==> src/rtl/mm_router_pkg.sv <==
// Shared definitions for the memory-map router: slave indices, the default
// address map and the FSM state encoding.
package mm_router_pkg;

    // Slave port indices of the default PLP memory map
    localparam int MM_ROM       = 0;
    localparam int MM_RAM       = 1;
    localparam int MM_UART      = 2;
    localparam int MM_SWITCHES  = 3;
    localparam int MM_LEDS      = 4;
    localparam int MM_GPIO      = 5;
    localparam int MM_VGA       = 6;
    localparam int MM_PLPID     = 7;
    localparam int MM_TIMER     = 8;
    localparam int MM_SSEG      = 9;
    localparam int MM_BOT_UART0 = 10;
    localparam int MM_BOT_UART1 = 11;

    localparam int MM_NSLV_DEF = 12;

    // Default base table, slave 0 in the least significant word.
    localparam logic [MM_NSLV_DEF*32-1:0] MM_DEF_BASE = {
        32'hf0900000,   // plpbot uart 1
        32'hf0800000,   // plpbot uart 0
        32'hf0700000,   // seven segment
        32'hf0600000,   // timer
        32'hf0500000,   // plpid
        32'hf0400000,   // vga
        32'hf0300000,   // gpio
        32'hf0200000,   // leds
        32'hf0100000,   // switches
        32'hf0000000,   // uart
        32'h10000000,   // sram
        32'h00000000    // rom
    };

    // Default offset masks: set bits are passed through as the slave offset.
    localparam logic [MM_NSLV_DEF*32-1:0] MM_DEF_MASK = {
        {10{32'h000fffff}},
        32'h00ffffff,
        32'h000fffff
    };

    // Router FSM states
    typedef enum logic [1:0] {
        ST_IDLE   = 2'd0,
        ST_ACCESS = 2'd1,
        ST_RESP   = 2'd2
    } state_t;

endpackage

==> src/rtl/mm_router_if.sv <==
// Bus bundle between the CPU master, the router and the slave ports.
// "slave" is the router's view (it serves the CPU), "master" is the view of
// whatever drives the CPU side and models the slaves.
interface mm_router_if #(
    parameter int NSLV = 12
);
    // CPU side
    logic [31:0]        m_addr;
    logic [31:0]        m_wdata;
    logic               m_rd;
    logic               m_wr;
    logic [31:0]        m_rdata;
    logic               m_ready;
    logic               m_err;
    logic               m_busy;

    // Slave side
    logic [NSLV-1:0]    s_sel;
    logic [31:0]        s_addr;
    logic [31:0]        s_wdata;
    logic               s_rd;
    logic               s_wr;
    logic [NSLV*32-1:0] s_rdata;
    logic [NSLV-1:0]    s_ack;

    modport slave (
        input  m_addr, m_wdata, m_rd, m_wr, s_rdata, s_ack,
        output m_rdata, m_ready, m_err, m_busy,
        output s_sel, s_addr, s_wdata, s_rd, s_wr
    );

    modport master (
        output m_addr, m_wdata, m_rd, m_wr, s_rdata, s_ack,
        input  m_rdata, m_ready, m_err, m_busy,
        input  s_sel, s_addr, s_wdata, s_rd, s_wr
    );

endinterface

==> src/rtl/mm_decode.sv <==
// Combinational address decoder: matches an address against the base/mask
// table and returns the lowest matching slave index, a hit flag and a
// one-hot select.
module mm_decode
    import mm_router_pkg::*;
#(
    parameter int                 NSLV     = MM_NSLV_DEF,
    parameter logic [NSLV*32-1:0] MAP_BASE = MM_DEF_BASE,
    parameter logic [NSLV*32-1:0] MAP_MASK = MM_DEF_MASK
) (
    input  logic [31:0]     addr,
    output logic [3:0]      idx,
    output logic            hit,
    output logic [NSLV-1:0] sel
);

    logic [NSLV-1:0] match;

    generate
        for (genvar gi = 0; gi < NSLV; gi++) begin : g_match
            assign match[gi] =
                ((addr & ~MAP_MASK[32*gi +: 32]) == MAP_BASE[32*gi +: 32]);
        end
    endgenerate

    // Priority pick: scan from the top so the lowest matching index wins.
    always_comb begin
        idx = '0;
        hit = 1'b0;
        sel = '0;
        for (int i = NSLV - 1; i >= 0; i--) begin
            if (match[i]) begin
                idx    = i[3:0];
                hit    = 1'b1;
                sel    = '0;
                sel[i] = 1'b1;
            end
        end
    end

endmodule

==> src/rtl/mm_router.sv <==
// Registered memory-map router: decodes a CPU access, drives one slave until
// it acks (or times out), then reports a one-cycle completion with read data
// and an error qualifier. Unmapped and rd+wr accesses are errors that never
// touch a slave.
module mm_router
    import mm_router_pkg::*;
#(
    parameter int                 NSLV     = MM_NSLV_DEF,
    parameter logic [NSLV*32-1:0] MAP_BASE = MM_DEF_BASE,
    parameter logic [NSLV*32-1:0] MAP_MASK = MM_DEF_MASK,
    parameter int                 TIMEOUT  = 255,
    parameter int                 TW       = 16
) (
    input  logic        clk,
    input  logic        rst,
    mm_router_if.slave  bus
);

    state_t             state_reg;
    logic [TW-1:0]      cnt_reg;
    logic [31:0]        m_rdata_reg;
    logic               m_ready_reg;
    logic               m_err_reg;
    logic               m_busy_reg;
    logic [NSLV-1:0]    s_sel_reg;
    logic [31:0]        s_addr_reg;
    logic [31:0]        s_wdata_reg;
    logic               s_rd_reg;
    logic               s_wr_reg;

    logic [3:0]         dec_idx;
    logic               dec_hit;
    logic [NSLV-1:0]    dec_sel;
    logic [31:0]        mask_sel;
    logic [31:0]        rdata_sel;
    logic               ack_sel;
    logic [31:0]        rdata_slot [NSLV];

    localparam logic [TW-1:0] CNT_LAST = TW'(TIMEOUT - 1);

    mm_decode #(
        .NSLV     (NSLV),
        .MAP_BASE (MAP_BASE),
        .MAP_MASK (MAP_MASK)
    ) u_decode (
        .addr (bus.m_addr),
        .idx  (dec_idx),
        .hit  (dec_hit),
        .sel  (dec_sel)
    );

    generate
        for (genvar gi = 0; gi < NSLV; gi++) begin : g_slot
            assign rdata_slot[gi] = bus.s_rdata[32*gi +: 32];
        end
    endgenerate

    // Offset mask of the slave currently being decoded.
    always_comb begin
        mask_sel = '0;
        for (int i = 0; i < NSLV; i++) begin
            if (dec_idx == i[3:0]) begin
                mask_sel = MAP_MASK[32*i +: 32];
            end
        end
    end

    // Read data of the selected slave; the select is one-hot so AND-OR is enough.
    always_comb begin
        rdata_sel = '0;
        for (int i = 0; i < NSLV; i++) begin
            if (s_sel_reg[i]) begin
                rdata_sel = rdata_sel | rdata_slot[i];
            end
        end
    end

    // Acks from slaves that are not selected are masked off here.
    assign ack_sel = |(bus.s_ack & s_sel_reg);

    // Transaction FSM with all bus outputs registered.
    always_ff @(posedge clk or posedge rst) begin
        if (rst) begin
            state_reg   <= ST_IDLE;
            cnt_reg     <= '0;
            m_rdata_reg <= '0;
            m_ready_reg <= 1'b0;
            m_err_reg   <= 1'b0;
            m_busy_reg  <= 1'b0;
            s_sel_reg   <= '0;
            s_addr_reg  <= '0;
            s_wdata_reg <= '0;
            s_rd_reg    <= 1'b0;
            s_wr_reg    <= 1'b0;
        end else begin
            case (state_reg)
                ST_IDLE: begin
                    m_ready_reg <= 1'b0;
                    m_err_reg   <= 1'b0;
                    m_rdata_reg <= '0;
                    cnt_reg     <= '0;
                    if (bus.m_rd && bus.m_wr) begin
                        // Conflicting direction: answer with an error only.
                        state_reg   <= ST_RESP;
                        m_ready_reg <= 1'b1;
                        m_err_reg   <= 1'b1;
                    end else if (bus.m_rd || bus.m_wr) begin
                        if (dec_hit) begin
                            state_reg   <= ST_ACCESS;
                            m_busy_reg  <= 1'b1;
                            s_sel_reg   <= dec_sel;
                            s_addr_reg  <= bus.m_addr & mask_sel;
                            s_wdata_reg <= bus.m_wdata;
                            s_rd_reg    <= bus.m_rd;
                            s_wr_reg    <= bus.m_wr;
                        end else begin
                            state_reg   <= ST_RESP;
                            m_ready_reg <= 1'b1;
                            m_err_reg   <= 1'b1;
                        end
                    end
                end

                ST_ACCESS: begin
                    if (ack_sel || (cnt_reg == CNT_LAST)) begin
                        // An ack in the last allowed cycle still counts as success.
                        state_reg   <= ST_RESP;
                        m_ready_reg <= 1'b1;
                        m_err_reg   <= !ack_sel;
                        m_rdata_reg <= (ack_sel && s_rd_reg) ? rdata_sel : 32'd0;
                        m_busy_reg  <= 1'b0;
                        s_sel_reg   <= '0;
                        s_addr_reg  <= '0;
                        s_wdata_reg <= '0;
                        s_rd_reg    <= 1'b0;
                        s_wr_reg    <= 1'b0;
                        cnt_reg     <= '0;
                    end else begin
                        cnt_reg <= cnt_reg + TW'(1);
                    end
                end

                ST_RESP: begin
                    state_reg   <= ST_IDLE;
                    m_ready_reg <= 1'b0;
                    m_err_reg   <= 1'b0;
                    m_rdata_reg <= '0;
                    cnt_reg     <= '0;
                end

                default: begin
                    state_reg   <= ST_IDLE;
                    m_ready_reg <= 1'b0;
                    m_err_reg   <= 1'b0;
                    m_rdata_reg <= '0;
                    m_busy_reg  <= 1'b0;
                    s_sel_reg   <= '0;
                    s_addr_reg  <= '0;
                    s_wdata_reg <= '0;
                    s_rd_reg    <= 1'b0;
                    s_wr_reg    <= 1'b0;
                    cnt_reg     <= '0;
                end
            endcase
        end
    end

    assign bus.m_rdata = m_rdata_reg;
    assign bus.m_ready = m_ready_reg;
    assign bus.m_err   = m_err_reg;
    assign bus.m_busy  = m_busy_reg;
    assign bus.s_sel   = s_sel_reg;
    assign bus.s_addr  = s_addr_reg;
    assign bus.s_wdata = s_wdata_reg;
    assign bus.s_rd    = s_rd_reg;
    assign bus.s_wr    = s_wr_reg;

endmodule
==> src/flat_wrapper.sv <==
// flat-port wrapper written by rule: the top's interface ports become plain ports
module mm_router_flat import mm_router_pkg::*;
#(
    parameter int                 NSLV     = MM_NSLV_DEF,
    parameter logic [NSLV*32-1:0] MAP_BASE = MM_DEF_BASE,
    parameter logic [NSLV*32-1:0] MAP_MASK = MM_DEF_MASK,
    parameter int                 TIMEOUT  = 255,
    parameter int                 TW       = 16
)
  (clk, rst, bus_m_addr, bus_m_wdata, bus_m_rd, bus_m_wr, bus_s_rdata, bus_s_ack, bus_m_rdata, bus_m_ready, bus_m_err, bus_m_busy, bus_s_sel, bus_s_addr, bus_s_wdata, bus_s_rd, bus_s_wr);
  mm_router_if #(.NSLV(NSLV)) bus_i ();
  input  logic clk;
  input  logic rst;
  input wire logic [$bits(bus_i.m_addr)-1:0] bus_m_addr;
  input wire logic [$bits(bus_i.m_wdata)-1:0] bus_m_wdata;
  input wire logic [$bits(bus_i.m_rd)-1:0] bus_m_rd;
  input wire logic [$bits(bus_i.m_wr)-1:0] bus_m_wr;
  input wire logic [$bits(bus_i.s_rdata)-1:0] bus_s_rdata;
  input wire logic [$bits(bus_i.s_ack)-1:0] bus_s_ack;
  output wire logic [$bits(bus_i.m_rdata)-1:0] bus_m_rdata;
  output wire logic [$bits(bus_i.m_ready)-1:0] bus_m_ready;
  output wire logic [$bits(bus_i.m_err)-1:0] bus_m_err;
  output wire logic [$bits(bus_i.m_busy)-1:0] bus_m_busy;
  output wire logic [$bits(bus_i.s_sel)-1:0] bus_s_sel;
  output wire logic [$bits(bus_i.s_addr)-1:0] bus_s_addr;
  output wire logic [$bits(bus_i.s_wdata)-1:0] bus_s_wdata;
  output wire logic [$bits(bus_i.s_rd)-1:0] bus_s_rd;
  output wire logic [$bits(bus_i.s_wr)-1:0] bus_s_wr;
  assign bus_i.m_addr = bus_m_addr;
  assign bus_i.m_wdata = bus_m_wdata;
  assign bus_i.m_rd = bus_m_rd;
  assign bus_i.m_wr = bus_m_wr;
  assign bus_i.s_rdata = bus_s_rdata;
  assign bus_i.s_ack = bus_s_ack;
  assign bus_m_rdata = bus_i.m_rdata;
  assign bus_m_ready = bus_i.m_ready;
  assign bus_m_err = bus_i.m_err;
  assign bus_m_busy = bus_i.m_busy;
  assign bus_s_sel = bus_i.s_sel;
  assign bus_s_addr = bus_i.s_addr;
  assign bus_s_wdata = bus_i.s_wdata;
  assign bus_s_rd = bus_i.s_rd;
  assign bus_s_wr = bus_i.s_wr;
  mm_router #(.NSLV(NSLV), .MAP_BASE(MAP_BASE), .MAP_MASK(MAP_MASK), .TIMEOUT(TIMEOUT), .TW(TW)) u_core (.clk(clk), .rst(rst), .bus(bus_i));
endmodule
==> config.mk <==
export PLATFORM = sky130hd
export DESIGN_NAME = mm_router_flat
export DESIGN_NICKNAME = d
export VERILOG_FILES = /design/src/rtl/mm_router_pkg.sv /design/src/rtl/mm_router_if.sv /design/src/rtl/mm_decode.sv /design/src/rtl/mm_router.sv /design/src/flat_wrapper.sv
export SDC_FILE = /design/constraint.sdc
export NUM_CORES = 1
export LEC_CHECK = 0
export ABC_CLOCK_PERIOD_IN_PS = 3920
export BUFFER_PORTS_ARGS = -buffer_cell sky130_fd_sc_hd__buf_2
export CORE_AREA = 2 2 223 225
export DETAILED_ROUTE_END_ITERATION = 7
export DIE_AREA = 0 0 225 227
export PLACE_DENSITY = 0.49
export REMOVE_ABC_BUFFERS = 1
export SLEW_MARGIN = 20
export SYNTH_ARGS = -nofsm -noshare
export SYNTH_HDL_FRONTEND = slang
export SYNTH_SLANG_ARGS = --single-unit
==> constraint.sdc <==
create_clock -name clk -period 3.92 [get_ports clk]
set_input_delay 0.196 -clock clk [delete_from_list [all_inputs] [get_ports clk]]
set_output_delay 0.196 -clock clk [all_outputs]
set_load 0.02 [all_outputs]
Word-level counts from Yosys, hierarchy flattened
Index checks and enable logic that the tools add are counted.
{"block": "op_classes", "add_sub_neg": 1, "mul": 0, "div_mod_pow": 0, "order_cmp": 0, "n_eq_ne": 30, "shift": 0, "muxes": 104, "bitwise": 14, "n_reduce_logical": 11}
{"cell": "32-bit 2-to-1 mux", "n": 33}
{"cell": "32-bit OR", "n": 11}
{"cell": "12-bit 2-to-1 mux", "n": 16}
{"cell": "32-bit one-hot mux with 3 select lines", "n": 2}
{"cell": "12-bit == test, second input constant", "n": 10}
{"cell": "4-bit 2-to-1 mux", "n": 12}
{"cell": "12-bit one-hot mux with 3 select lines", "n": 1}
{"cell": "32-bit AND", "n": 1}
{"cell": "32-bit logical NOT", "n": 1}
{"cell": "16-bit 2-to-1 mux", "n": 2}
{"cell": "1-bit 2-to-1 mux", "n": 27}
{"cell": "20-bit 2-to-1 mux", "n": 1}
{"cell": "16-bit by 1-bit adder with 16-bit output, second input constant", "n": 1}
{"cell": "16-bit by 8-bit == test with 1-bit output, second input constant", "n": 1}
{"cell": "4-bit by 3-bit == test with 1-bit output, second input constant", "n": 4}
{"cell": "4-bit == test, second input constant", "n": 4}
{"cell": "12-bit AND", "n": 1}
{"cell": "12-bit OR reduction", "n": 1}
{"cell": "1-bit one-hot mux with 3 select lines", "n": 3}
{"cell": "4-bit by 2-bit == test with 1-bit output, second input constant", "n": 2}
{"cell": "8-bit by 5-bit == test with 1-bit output, second input constant", "n": 1}
{"cell": "2-bit 2-to-1 mux", "n": 4}
{"cell": "2-bit by 1-bit != test with 1-bit output, second input constant", "n": 3}
{"cell": "5-bit AND reduction", "n": 1}
{"cell": "14 further kinds", "n": 17}
{"block": "word_totals", "reg_bits": 131, "latch_bits": 0, "ram_bits": 0, "romBits": 0, "output_inout_bits": 113, "memories": 0}

Longest topological paths before layout
{"block": "logic_depth", "ltp_word": 31, "depth_mapped": 9}

Hierarchy
Synthesis repeated with hierarchy kept, for this count alone.
{"block": "hier_totals", "hier_cells": 680, "area_unflattened_um2": 7278.2}
{"mod": "mm_router", "instances": 1, "cells_each": 634, "area_per_inst_um2": 6996.7, "seq_area_each_um2": 3078.0}
{"mod": "mm_decode", "instances": 1, "cells_each": 46, "area_per_inst_um2": 281.5, "seq_area_each_um2": 0.0}

Worst setup path after synthesis
OpenSTA, ideal clock, no wires.
{"block": "synth_path", "kind": "register -> register", "startpoint": "register u_core.s_sel_reg[6], in the netlist u_core.bus.s_sel[6]", "endpoint": "register u_core.cnt_reg[14]", "arrival_time_ns": 1.978, "required_ns": 3.852, "slack_ns": 1.874, "path_stages_with_launch": 9, "path_buffers": 3, "synth_period_minus_slack_ns": 2.046, "path_cell_list": "dfrtp_1 buf_2 a22o_1 a221oi_2 nand3_2 or3_1 buf_2 buf_6 nor2_4"}
{"block": "synth_between", "elab_chain_len": 5}
{"element": "start, declared", "line_no": "mm_router.sv:25", "rtl": "logic [NSLV-1:0] s_sel_reg;"}
{"element": "start signal, assigned", "line_no": "mm_router.sv:111", "rtl": "s_sel_reg <= dec_sel;"}
{"element": "12-bit AND", "line_no": "mm_router.sv:79", "rtl": "assign ack_sel = |(bus.s_ack & s_sel_reg);"}
{"element": "12-bit OR reduction", "line_no": "mm_router.sv:79"}
{"element": "1-bit logical OR", "line_no": "mm_router.sv:125", "rtl": "if (ack_sel || (cnt_reg == CNT_LAST)) begin"}
{"element": "16-bit 2-to-1 mux", "line_no": "mm_router.sv:125"}
{"element": "16-bit 2-to-1 mux", "line_no": "mm_router.sv:96", "rtl": "case (state_reg)"}
{"element": "end signal, assigned", "line_no": "mm_router.sv:139", "rtl": "cnt_reg <= cnt_reg + TW'(1);"}
{"element": "end, declared", "line_no": "mm_router.sv:20", "rtl": "logic [TW-1:0] cnt_reg;"}
Every way passes these cells.
A chain may end at the register's enable or synchronous reset.

Worst setup path in the final report
{"block": "layout_path", "startpoint": "register u_core.s_sel_reg[1], in the netlist u_core.bus.s_sel[1]", "endpoint": "register u_core.m_rdata_reg[23], in the netlist u_core.bus.m_rdata[23]"}
{"block": "layout_between", "elab_chain_len": 24, "elab_cells_between_ends": 29, "cone_classes": "eq/ne: 1; mux: 14; bitwise: 11; reduce/logical: 3"}
{"element": "32-bit 2-to-1 mux", "line_no": "mm_router.sv:72", "rtl": "if (s_sel_reg[i]) begin"}
{"element": "32-bit OR", "line_no": "mm_router.sv:73", "rtl": "rdata_sel = rdata_sel | rdata_slot[i];"}
{"element": "32-bit 2-to-1 mux", "line_no": "mm_router.sv:72"}
{"element": "32-bit OR", "line_no": "mm_router.sv:73"}
{"element": "32-bit 2-to-1 mux", "line_no": "mm_router.sv:72"}
{"element": "32-bit OR", "line_no": "mm_router.sv:73"}
{"element": "32-bit 2-to-1 mux", "line_no": "mm_router.sv:72"}
{"element": "32-bit OR", "line_no": "mm_router.sv:73"}
{"element": "[8 not listed]"}
{"element": "32-bit 2-to-1 mux", "line_no": "mm_router.sv:72"}
{"element": "32-bit OR", "line_no": "mm_router.sv:73"}
{"element": "32-bit 2-to-1 mux", "line_no": "mm_router.sv:72"}
{"element": "32-bit OR", "line_no": "mm_router.sv:73"}
{"element": "32-bit 2-to-1 mux", "line_no": "mm_router.sv:72"}
{"element": "32-bit 2-to-1 mux", "line_no": "mm_router.sv:130", "rtl": "m_rdata_reg <= (ack_sel && s_rd_reg) ? rdata_sel : 32'd0;"}
{"element": "32-bit 2-to-1 mux", "line_no": "mm_router.sv:125"}
{"element": "32-bit 2-to-1 mux", "line_no": "mm_router.sv:96"}
{"element": "end signal, assigned", "line_no": "mm_router.sv:130"}
{"element": "end, declared", "line_no": "mm_router.sv:21", "rtl": "logic [31:0] m_rdata_reg;"}
Parallel ways exist; a longest one is shown, timed or not. The select of a mux whose other input is x is not followed.

==> impl_metrics.csv <==
group,metric,value,unit
layout,layout.nets,1824,
power,power_density,297,nW/um^2
run,drv_cap,0,
synthesis,syn_area_per_cell,9.46,um^2
synthesis,ys_seq_elements,123,
setup_path,cp.arrival,2.96,ns
floorplan,pin_count,577,
synthesis,synth_edf_count,0,
global_route,grt_max_degree,78,
synthesis,asyncSetResetFlopFracSynth,1.00,
synthesis,synth_area_leader_cell,"dfrtp_1",
drt,drtAntennaViolNets,0,
hold_path,hold_path.startpoint,"bus_m_addr[20]",
drt,routedWlPerCell,23.3,um
placement,dp_hpwl,35100,um
clock_network,ctsLongestPathBuffers,2,
power,power_frac_seq,0.382,
global_route,antenna_found_initial,36,
drt,drt-total-wl,46900,um
power,max-vdd-ir-drop,0.000225,V
global_route,track_usage,0.177,
setup_path,cp.required,4.27,ns
power,p_int,2.54,mW
synthesis,syn_inst,777,
clock_network,cts-root-buf,"clkbuf_16",
sta,fmax,382,MHz
synthesis,ys_seq_area_frac,0.419,
global_route,grt_pass1_wl,64700,um
synthesis,yosys-top-cells-area,"dfrtp_1 42%, a22o_1 12%, a221oi_1 11%",
sta,fin_crit_sh,0.667,
synthesis,dominantRegCellSynth,"dfrtp_1",
sta,fin_skew,0.0111,ns
sta,hold_violations,0,
sta,slew-limit-headroom,0.328,
placement,place_congestion,0.869,
placement,io_buffers,568,
power,clockPowerShare,0.461,
synthesis,ys_top_cells_by_count,"131 x nand2_1, 123 x dfrtp_1, 99 x a22o_1, 96 x a221oi_1, 57 x clkbuf_1",
clock_network,h-tree-depth,4,
floorplan,die_area,51100,um^2
drt,dr.first_iter.drc_count,683,
sta,fin_setup_tns,0,ns
clock_network,cts_buffers,17,
hold_path,whs_path_depth,2,
clock_network,cts_tree,"yes",
synthesis,syn_area,7350,um^2
setup_path,worstRegToRegCells,5,
setup_path,reg2reg_from,"u_core.bus.s_sel[1]$_DFFE_PP0P_",
layout,drive_gt1_frac,0.479,
sta,worst_pin_slew,1.01,ns
sta,finalSetupViolCount,0,
layout,syn2layout_area_growth,62.7,%
hold_path,hp-class,"input port to flop",
drt,vias,9512,
drt,drtPass1Iterations,5,
power,pwr-share-comb,0.157,
drt,drc,0,
floorplan,rows,81,
power,swShare,0.284,
power,p_leak,5.63,nW
clock_network,clock_sinks,123,
synthesis,synth_largest_type_area_fraction,0.419,
sta,report.final.slew_viol_count,0,
drt,via_per_inst,4.73,
placement,place_area,10800,um^2
synthesis,ys_types,56,
setup_path,cp_max_fo,32,
setup_path,cp-end-kind,"flop",
global_route,grt_pass1_vias,9444,
clock_network,cts_resized,0,
floorplan,die_y,227,um
floorplan,die_x,225,um
floorplan,coreArea,48500,um^2
layout,final_area,12000,um^2
synthesis,ys_warn_count,0,
sta,rsz0062_at_grt,"false",
setup_path,crit_start,"u_core.bus.s_sel[1]$_DFFE_PP0P_",
setup_path,start_kind,"flop",
global_route,grt.overflow.total,0,
run_status,status,"complete, no violations",
clock_network,post-cts-setup-buffers,0,
clock_network,cts.clk_slew.worst_paths,0.06,ns
clock_network,clk_latency,0.46,ns
power,switching_power,1.01,mW
setup_path,worstSetupPathType,"flop to flop",
floorplan,initial_core_util,0.151,
synthesis,yosysMostFrequentCell,"nand2_1",
sta,fin_crit,2.61,ns
## path summary, 6_finish.rpt
check	end	slack (ns)
min in group asynchronous	u_core.bus.s_wdata[5]$_DFFE_PP0P_	0.39
hold reg to reg	u_core.cnt_reg[0]$_DFF_PP0_	0.48
setup reg to reg	u_core.bus.m_rdata[23]$_DFFE_PP0P_	1.31
max in group asynchronous	u_core.bus.m_rdata[1]$_DFFE_PP0P_	2.61
setup / recovery	u_core.bus.m_rdata[23]$_DFFE_PP0P_	1.31
hold / removal	u_core.bus.s_addr[20]$_DFFE_PP0P_	0.05
## layout make-up
type / count / area, um^2
flip-flops and latches: 123 / 3090
well taps: 622 / 778
inverters: 4 / 20.0
repair buffers: 642 / 3540
clock buffers: 17 / 425
multi-input cells: 570 / 3890
diodes: 19 / 47.5
clock inverters: 15 / 164
fillers: 5339 / 36600
## through the flow
stage | power, mW | hold WS, ns | setup WS (ns) | util | cells
finish | 3.55 | 0.0459 | 1.31 | 0.246 | 2012
global route | 3.72 | 0.0510 | 1.21 | 0.246 | 2009
CTS | 3.62 | 0.0206 | 1.36 | 0.245 | 1993
detailed placement | 1.89 | 0.378 | 1.20 | 0.222 | 1906
global placement | 1.88 | 0.357 | 1.27 | 0.222 | 1906
floorplan | 1.53 | 0.313 | 0.453 | - | 697
## logic make-up (layout without fill, tap and decap cells)
group / after synthesis / in the layout / share of synthesized area
AO/OA/AOI/OAI: 315 / 315 / 0.345
XOR/XNOR: 15 / 15 / 0.0179
adder cells (fa/ha/maj): 2 / 2 / 0.00340
buffers and inverters: 91 / 678 / 0.0577
flip-flops: 123 / 123 / 0.419
other: 1 / 27 / 0.000510
AND/OR/NAND/NOR: 230 / 230 / 0.157
## timing repair
action                                  CTS  global route
hold buffers                             55             0
hold endpoints to repair                129             0
endpoints found under the setup margin    0             0
## routing by layer
layer / GRT usage / wire [um] / share of wire
met1: 0.203 / 18200 / 0.39
met2: 0.291 / 22300 / 0.48
met3: 0.0556 / 4060 / 0.087
met4: 0.106 / 2180 / 0.047
met5: 0 / 81 / 0.0017
## power by group through the flow
| stage | clock [mW] | sequential [mW] | combinational [mW] |
|---|---|---|---|
| floorplan | 0 | 1.42 | 0.105 |
| global placement | 0 | 1.37 | 0.512 |
| detailed placement | 0 | 1.37 | 0.516 |
| CTS | 1.71 | 1.35 | 0.559 |
| global route | 1.76 | 1.36 | 0.605 |
| finish | 1.63 | 1.35 | 0.558 |
## critical path, stage by stage, from the launching register on
cell and delay, ns:
dfrtp_2 0.81, a22o_1 0.25, a221oi_2 0.04, nand3_2 0.19, nand3_2 0.74, o2bb2ai_1 0.42
## cell usage in the layout (no fill, tap or decap), types with 4 or more instances in the layout
cell type	count
a32o_1	4
nor2_4	7
o22ai_1	7
clkbuf_16	17
o2bb2ai_1	32
nor3_1	6
dfrtp_2	12
inv_6	4
buf_2	568
conb_1	8
dlygate4sd3_1	55
and3_1	33
a22o_1	99
dfrtp_1	111
nand2_1	131
nand3_1	4
o21ai_1	50
diode_2	19
a221oi_1	96
and2_1	5
xor2_1	8
nand4_1	5
o21ai_0	9
xnor2_1	7
and4_1	4
nor2_1	13
buf_4	19
No activity file was read; power rests on OpenSTA's default activity.
